$ cat src/rtl/cpu_types_pkg.sv
// Shared processor types: machine word, RAM handshake state and the
// memory arbiter's grant state.
package cpu_types_pkg;

  typedef logic [31:0] word_t;

  typedef enum logic [1:0] {
    FREE   = 2'd0,
    BUSY   = 2'd1,
    ACCESS = 2'd2,
    ERROR  = 2'd3
  } ramstate_t;

  typedef enum logic [1:0] {
    IDLE = 2'd0,
    IGNT = 2'd1,
    DGNT = 2'd2
  } arb_state_t;

endpackage

$ cat src/rtl/mem_arbiter.sv
// Single-port RAM arbiter between instruction fetch and data access.
// Data has priority; after STARVE_LIMIT consecutive data grants taken while a
// fetch was waiting, the fetch is granted next. A grant is held until the RAM
// reports ACCESS (completion) or the requester withdraws.
module mem_arbiter
  import cpu_types_pkg::*;
#(
  parameter int STARVE_LIMIT = 4
) (
  input  logic      CLK,
  input  logic      nRST,
  input  logic      iREN,
  input  word_t     iaddr,
  input  logic      dREN,
  input  logic      dWEN,
  input  word_t     daddr,
  input  word_t     dstore,
  output logic      iwait,
  output logic      dwait,
  output word_t     iload,
  output word_t     dload,
  output logic      ramREN,
  output logic      ramWEN,
  output word_t     ramaddr,
  output word_t     ramstore,
  input  word_t     ramload,
  input  ramstate_t ramstate
);

  localparam int SW = $clog2(STARVE_LIMIT + 1);
  localparam logic [SW-1:0] LIMIT = SW'(STARVE_LIMIT);

  arb_state_t    state_r;
  arb_state_t    state_s;
  logic [SW-1:0] dstreak_r;
  logic [SW-1:0] dstreak_s;
  logic          dreq_s;
  logic          idone_s;
  logic          ddone_s;

  assign dreq_s = dREN | dWEN;

  // RAM enables/address decode from the grant plus live request, and next grant/streak.
  always_comb begin
    state_s   = state_r;
    dstreak_s = dstreak_r;
    ramREN    = 1'b0;
    ramWEN    = 1'b0;
    ramaddr   = 32'd0;
    ramstore  = 32'd0;
    idone_s   = 1'b0;
    ddone_s   = 1'b0;
    case (state_r)
      IDLE: begin
        if (iREN && (!dreq_s || (dstreak_r == LIMIT))) begin
          state_s = IGNT;
        end else if (dreq_s) begin
          state_s = DGNT;
        end else begin
          state_s = IDLE;
        end
      end
      IGNT: begin
        ramaddr = iaddr;
        ramREN  = iREN;
        idone_s = iREN && (ramstate == ACCESS);
        // ERROR/BUSY/FREE keep the grant so the access is simply retried.
        if (!iREN || idone_s) begin
          state_s = IDLE;
        end else begin
          state_s = IGNT;
        end
        if (idone_s) begin
          dstreak_s = {SW{1'b0}};
        end else begin
          dstreak_s = dstreak_r;
        end
      end
      DGNT: begin
        ramaddr  = daddr;
        ramstore = dstore;
        ramWEN   = dWEN;
        ramREN   = dREN & ~dWEN;
        ddone_s  = dreq_s && (ramstate == ACCESS);
        if (!dreq_s || ddone_s) begin
          state_s = IDLE;
        end else begin
          state_s = DGNT;
        end
        // Streak counts data wins only while a fetch is actually waiting.
        if (ddone_s && iREN) begin
          if (dstreak_r == LIMIT) begin
            dstreak_s = LIMIT;
          end else begin
            dstreak_s = dstreak_r + SW'(1);
          end
        end else if (ddone_s) begin
          dstreak_s = {SW{1'b0}};
        end else begin
          dstreak_s = dstreak_r;
        end
      end
      default: begin
        state_s = IDLE;
      end
    endcase
  end

  assign iwait = iREN & ~idone_s;
  assign dwait = dreq_s & ~ddone_s;
  assign iload = ramload;
  assign dload = ramload;

  // Grant state and starvation counter registers.
  always_ff @(posedge CLK or negedge nRST) begin
    if (!nRST) begin
      state_r   <= IDLE;
      dstreak_r <= {SW{1'b0}};
    end else begin
      state_r   <= state_s;
      dstreak_r <= dstreak_s;
    end
  end

endmodule

$ cat config.mk
export PLATFORM = sky130hd
export DESIGN_NAME = mem_arbiter
export DESIGN_NICKNAME = d
export VERILOG_FILES = /design/src/rtl/cpu_types_pkg.sv /design/src/rtl/mem_arbiter.sv
export SDC_FILE = /design/constraint.sdc
export NUM_CORES = 1
export LEC_CHECK = 0
export CORE_AREA = 2 2 102 104
export CTS_BUF_LIST = sky130_fd_sc_hd__clkbuf_16
export DETAILED_ROUTE_END_ITERATION = 10
export DIE_AREA = 0 0 104 106
export SLEW_MARGIN = 5
export SYNTH_ARGS = -nofsm -noshare
export SYNTH_HDL_FRONTEND = slang
export SYNTH_SLANG_ARGS = --single-unit
$ cat constraint.sdc
create_clock -name CLK -period 1.8 [get_ports CLK]
set_clock_uncertainty 0.1 [all_clocks]
set_input_delay 0.36 -clock CLK [delete_from_list [all_inputs] [get_ports CLK]]
set_output_delay 0.36 -clock CLK [all_outputs]
set_load 0.02 [all_outputs]
# ---- After elaboration in Yosys (flattened, before gate mapping)
# Index checks and enable logic that the tools add are counted.
dict set report word_totals {
  elab_cells 44
  latchBits 0
  out_inout_bits 132
  input_bits 135
  register_bits 5
  n_memories 0
  ram_bits 0
  rom_bits 0
}
dict set report classes {
  n_eq_ne 6
  magnitude_cmp 0
  add_sub_neg 1
  multipliers 0
  n_div 0
  n_bitwise 7
  n_mux 16
  reduce_logical 12
  n_shift 0
}
# operator count
set ops {}
lappend ops {{32-bit one-hot mux with 2 select lines} 1}
lappend ops {{32-bit two-way mux} 1}
lappend ops {{3-bit two-way mux} 4}
lappend ops {{2-bit two-way mux} 3}
lappend ops {{2-bit one-hot mux with 3 select lines} 1}
lappend ops {{3-bit one-hot mux with 2 select lines} 1}
lappend ops {{2-bit equality test (second input constant)} 2}
lappend ops {{1-bit logical AND} 4}
lappend ops {{1-bit two-way mux} 4}
lappend ops {{3-bit by 1-bit adder with 3-bit output (second input constant)} 1}
lappend ops {{1-bit bitwise AND} 3}
lappend ops {{3-bit equality test (second input constant)} 1}
lappend ops {{1-bit logical OR} 3}
lappend ops {{3-bit != test (second input constant)} 1}
lappend ops {{1-bit NOT} 3}
lappend ops {{3-bit AND reduction} 1}
lappend ops {{2-bit by 1-bit equality test with 1-bit output (second input constant)} 1}
lappend ops {{1-bit logical NOT} 2}
lappend ops {{2-bit logical NOT} 1}
lappend ops {{2-bit != test (second input constant)} 1}
lappend ops {{1-bit one-hot mux with 2 select lines} 1}
lappend ops {{2-bit nonzero test} 1}
lappend ops {{1-bit bitwise OR} 1}

# ---- Depth between registers and ports, before layout
# Gate-level depths: netlist (run 1).
dict set report logic_depth {
  word_depth 6
  ltp_mapped 7
  depth_no_buf 5
}

# ---- Worst setup path after synthesis (run 1)
# Ideal clock, no wire load.
dict set report synth_path {
  path_type {register to output}
  from {register state_r[0]}
  to {output ramREN}
  arrival_time_ns 1.554
  stages_incl_launch_ff 7
  setup_slack_ns -0.214
  path_buffers 2
  required_ns 1.340
  path_cell_list {dfrtp_1 -> inv_1 -> ha_1 -> buf_4 -> clkbuf_1 -> nand3b_1 -> a21boi_0}
}
dict set report synth_between {
  elab_chain_len 2
  word_cells_on_any_way 3
  cone_classes {eq/ne: 2; mux: 1}
}
# element line
set synth_lines {}
lappend synth_lines {{start, declared} mem_arbiter.sv:33} ;# arb_state_t state_r;
lappend synth_lines {{start signal, assigned} mem_arbiter.sv:120} ;# state_r <= state_s;
lappend synth_lines {{2-bit equality test / 2-bit by 1-bit equality test with 1-bit output (equally long branches)} mem_arbiter.sv:53} ;# case (state_r)
lappend synth_lines {{1-bit one-hot mux with 2 select lines *} mem_arbiter.sv:53}
lappend synth_lines {{end, declared} mem_arbiter.sv:22} ;# output logic ramREN,
# Every way passes the cells marked *; elsewhere a longest branch is shown, timed or not.

# ---- Final worst setup path (run 1)
dict set report layout_path {
  from {register state_r[1]}
  to {output ramaddr[20]}
}
dict set report layout_between {
  elab_chain_len 2
  word_cells_on_any_way 3
  cone_classes {eq/ne: 2; mux: 1}
}
# element line
set layout_lines {}
lappend layout_lines {{2-bit equality test / 2-bit by 1-bit equality test with 1-bit output (equally long branches)} mem_arbiter.sv:53}
lappend layout_lines {{32-bit one-hot mux with 2 select lines *} mem_arbiter.sv:53}
lappend layout_lines {{end, declared} mem_arbiter.sv:24} ;# output word_t ramaddr,
# Marks and branches as above.

==> results of run 1 <==
==> worst paths after layout <==
path	from	end	slack (ps)
worst min register to register	dstreak_r[1]	dstreak_r[1]	460
worst max register to register	state_r[0]	dstreak_r[2]	-170
worst min-delay path	nRST	dstreak_r[2]	270
worst max-delay path	state_r[1]	ramaddr[20]	-200
max in group asynchronous	nRST	state_r[1]	1110
min in group CLK	dstreak_r[1]	dstreak_r[1]	460
==> critical path, delay by kind of cell (launching register included) <==
kind	cells	cell delay [ps]
AO/OA/AOI/OAI	1	60
adder cells (fa/ha/maj)	1	240
buffers and inverters	3	460
flip-flops	1	430
AND/OR/NAND/NOR	1	130
==> per-stage QoR <==
step                      area [µm²]   util  hold WS, ps  instances
after floorplan                 1670      -        -35.6        219
after global placement          3150  0.315          425        460
after detailed placement        3150  0.315          451        460
after CTS                       3590  0.359          271        477
after global routing            3860  0.386          283        482
final                           3860  0.386          268        482
==> cell type report <==
| cell class | count | area share |
|---|---|---|
| repair buffers | 202 | 0.566 |
| flip-flops and latches | 5 | 0.0327 |
| clock buffers | 3 | 0.0195 |
| inverters | 6 | 0.00584 |
| clock inverters | 1 | 0.000973 |
| multi-input cells | 129 | 0.331 |
| well taps | 136 | 0.0441 |
==> cells by family (layout without fill, tap and decap cells) <==
kind of cell	after synthesis	in the layout	share of synthesized area
simple gates	77	77	0.300
buf+inv	85	212	0.356
compound gates	45	45	0.211
mux	1	1	0.00707
flops	5	5	0.0786
fa+ha+maj	6	6	0.0472
==> timing repair <==
| item | CTS | global route |
|---|---|---|
| setup buffers | 10 | 2 |
| resized for setup | 397 | 92 |
| hold buffers | 0 | 0 |
| cloned | 3 | 6 |
| pin swaps | 9 | 21 |
| setup endpoints to repair | 69 | 71 |
==> cells in the mapped netlist, drive strengths merged <==
master / instances / area, µm²
a211oi: 1 / 7.51
a21bo: 1 / 10.0
a21boi: 1 / 7.51
a21oi: 3 / 15.0
a22o: 2 / 17.5
a22oi: 33 / 248
a41o: 1 / 10.0
and2: 33 / 206
and3b: 1 / 8.76
buf: 70 / 510
clkbuf: 9 / 33.8
dfrtp: 5 / 125
ha: 6 / 75.1
inv: 6 / 22.5
mux2: 1 / 11.3
nand2: 2 / 7.51
nand2b: 1 / 6.26
nand3: 1 / 5.00
nand3b: 1 / 7.51
nor2: 1 / 3.75
nor2b: 33 / 206
nor3: 2 / 10.0
nor4: 1 / 6.26
o21a: 1 / 7.51
o21ai: 1 / 5.00
o2bb2ai: 1 / 8.76
or3b: 1 / 8.76
==> power by group <==
group,switching [mW],total (mW),internal (mW)
registers,0.0391,0.188,0.149
clock network,0.0662,0.353,0.287
logic,1.96,4.53,2.57
total,2.07,5.07,3.00
==> flip-flops by register name (all words and copies together), names as in the netlist <==
signal / count
dstreak_r: 3
state_r: 2
==> per-layer routing <==
metal  share of wire  wire, µm
met5               0         0
met4          0.0085        70
met3           0.074       607
met2            0.54      4450
met1            0.37      3080
==> summary.md, run 1 <==
| Metric | Value |
|---|---|
| Max incr delay on CP | 430 ps |
| Fillcell total | 995 |
| Ant diodes | 0 |
| Die height | 106 µm |
| Final Max Slew Viols | 0 |
| Total number of vias | 1943 |
| Setup tns final | -7650 ps |
| Critical Path RT | 1340 ps |
| GR Overflow Total | 0 |
| Die area | 0.0110 mm² |
| CTS buffer count | 3 |
| Fin worst setup slack | -204 ps |
| Share of cells above drive strength 1 | 0.584 |
| Crit path launch type | flop |
| Crit path max-delay cell type | dfrtp_2 |
| First-pass GRT wire length | 10900 µm |
| Final period utilization | 1.11 |
| Area occupied by multi-input gates | 0.00128 mm² |
| Placed wire-length estimate | 5560 µm |
| CP Class | flop to output pin |
| Yosys cell types | 29 |
| Final setup fails | 71 |
| Max rail drop VDD | 0.000667 V |
| Final Net Count | 488 |
| Pwr Total | 5.07 mW |
| CTS tree | done |
| #FFs+latches synth | 5 |
| Power Density | 1310 mW/mm² |
| Drt first pass iters | 4 |
| Global placer's final weighted congestion | 0.822 |
| Area Overhead vs Synth | 142% |
| Maxcap violations | 0 |
| 1st-iter DRT viols | 70 |
| Die Span X | 104 µm |
| Number of global-route vias before repair | 1953 |
| CP Max Fanout | 7 |
| Worst skew pair latency | 220 ps |
| WL final | 8210 µm |
| Commonest non-fill, non-tap cell in the layout | clkdlybuf4s50_1 |
| Total core area | 0.0100 mm² |
| Depth of the most critical reg-to-reg path | 8 |
| CTS root buf | clkbuf_16 |
| Syn avg cell area | 7.27 µm² |
| Synth Warn # | 0 |
| Final Hold Fails | 0 |
| Post-layout min period | 2000 ps |
| IO Port Bufs | 170 |
| Clock transition at path regs | 30 ps |
| Worst Tran Pin Value | 266 ps |
| # DRC | 0 |
| Status | complete, but fails checks |
| Post-synth net total | 360 |
| WP data arrival | 1540 ps |
| GR Layer Usage met1 | 0.133 |
| Vias per cell | 4.03 |
| Final antenna-violating net count | 0 |
| Clk sinks | 5 |
| Reg area | 126 µm² |
| All-Layer GR Usage | 0.122 |
| Wirelength per Cell | 17.0 µm |
| LEAKAGE | 1.57 nW |
| Normalized max-slew margin | 0.822 |
| Mapped Area | 0.00159 mm² |
| Failing checks | negative setup slack |
| Sequential area share after synthesis | 0.0786 |
| Global Route met3 Usage | 0.0466 |
| Commonest cells after routing, fill and taps aside | clkdlybuf4s50_1 (102), buf_6 (67), and2_4 (30) |
| H-tree depth | 1 |
| Met2 track demand over resource | 0.227 |
| Cells after Synth | 219 |
| CTS max path bufs | 2 |
| Largest net degree at the start of global routing | 29 |
| I/O pins | 267 |
| Setup Slack @ Placement | -426 ps |
| RSZ-0062 raised after global routing | true |
| Starting Density | 0.159 |
| Row cnt | 37 |
| Worst hold path type | input port to asynchronous set/reset pin |
| Fmax | 499 MHz |
| Initial antenna violation count | 0 |
| GR peak layer | met2 |
| CP cell instances | inv_2 -> ha_4 -> clkbuf_16 -> a22oi_2 -> nor2b_1 -> buf_4 |
| Critical Path Sink Type | output pin |
Note: power is estimated with default switching activity, not from simulation.
==> run 2, diff against run 1 <==
CTS_CLUSTER_SIZE = 30   (was unset)
==> results of run 2 <==
The final DEF is identical to that of run 1; final timing and power are the same.
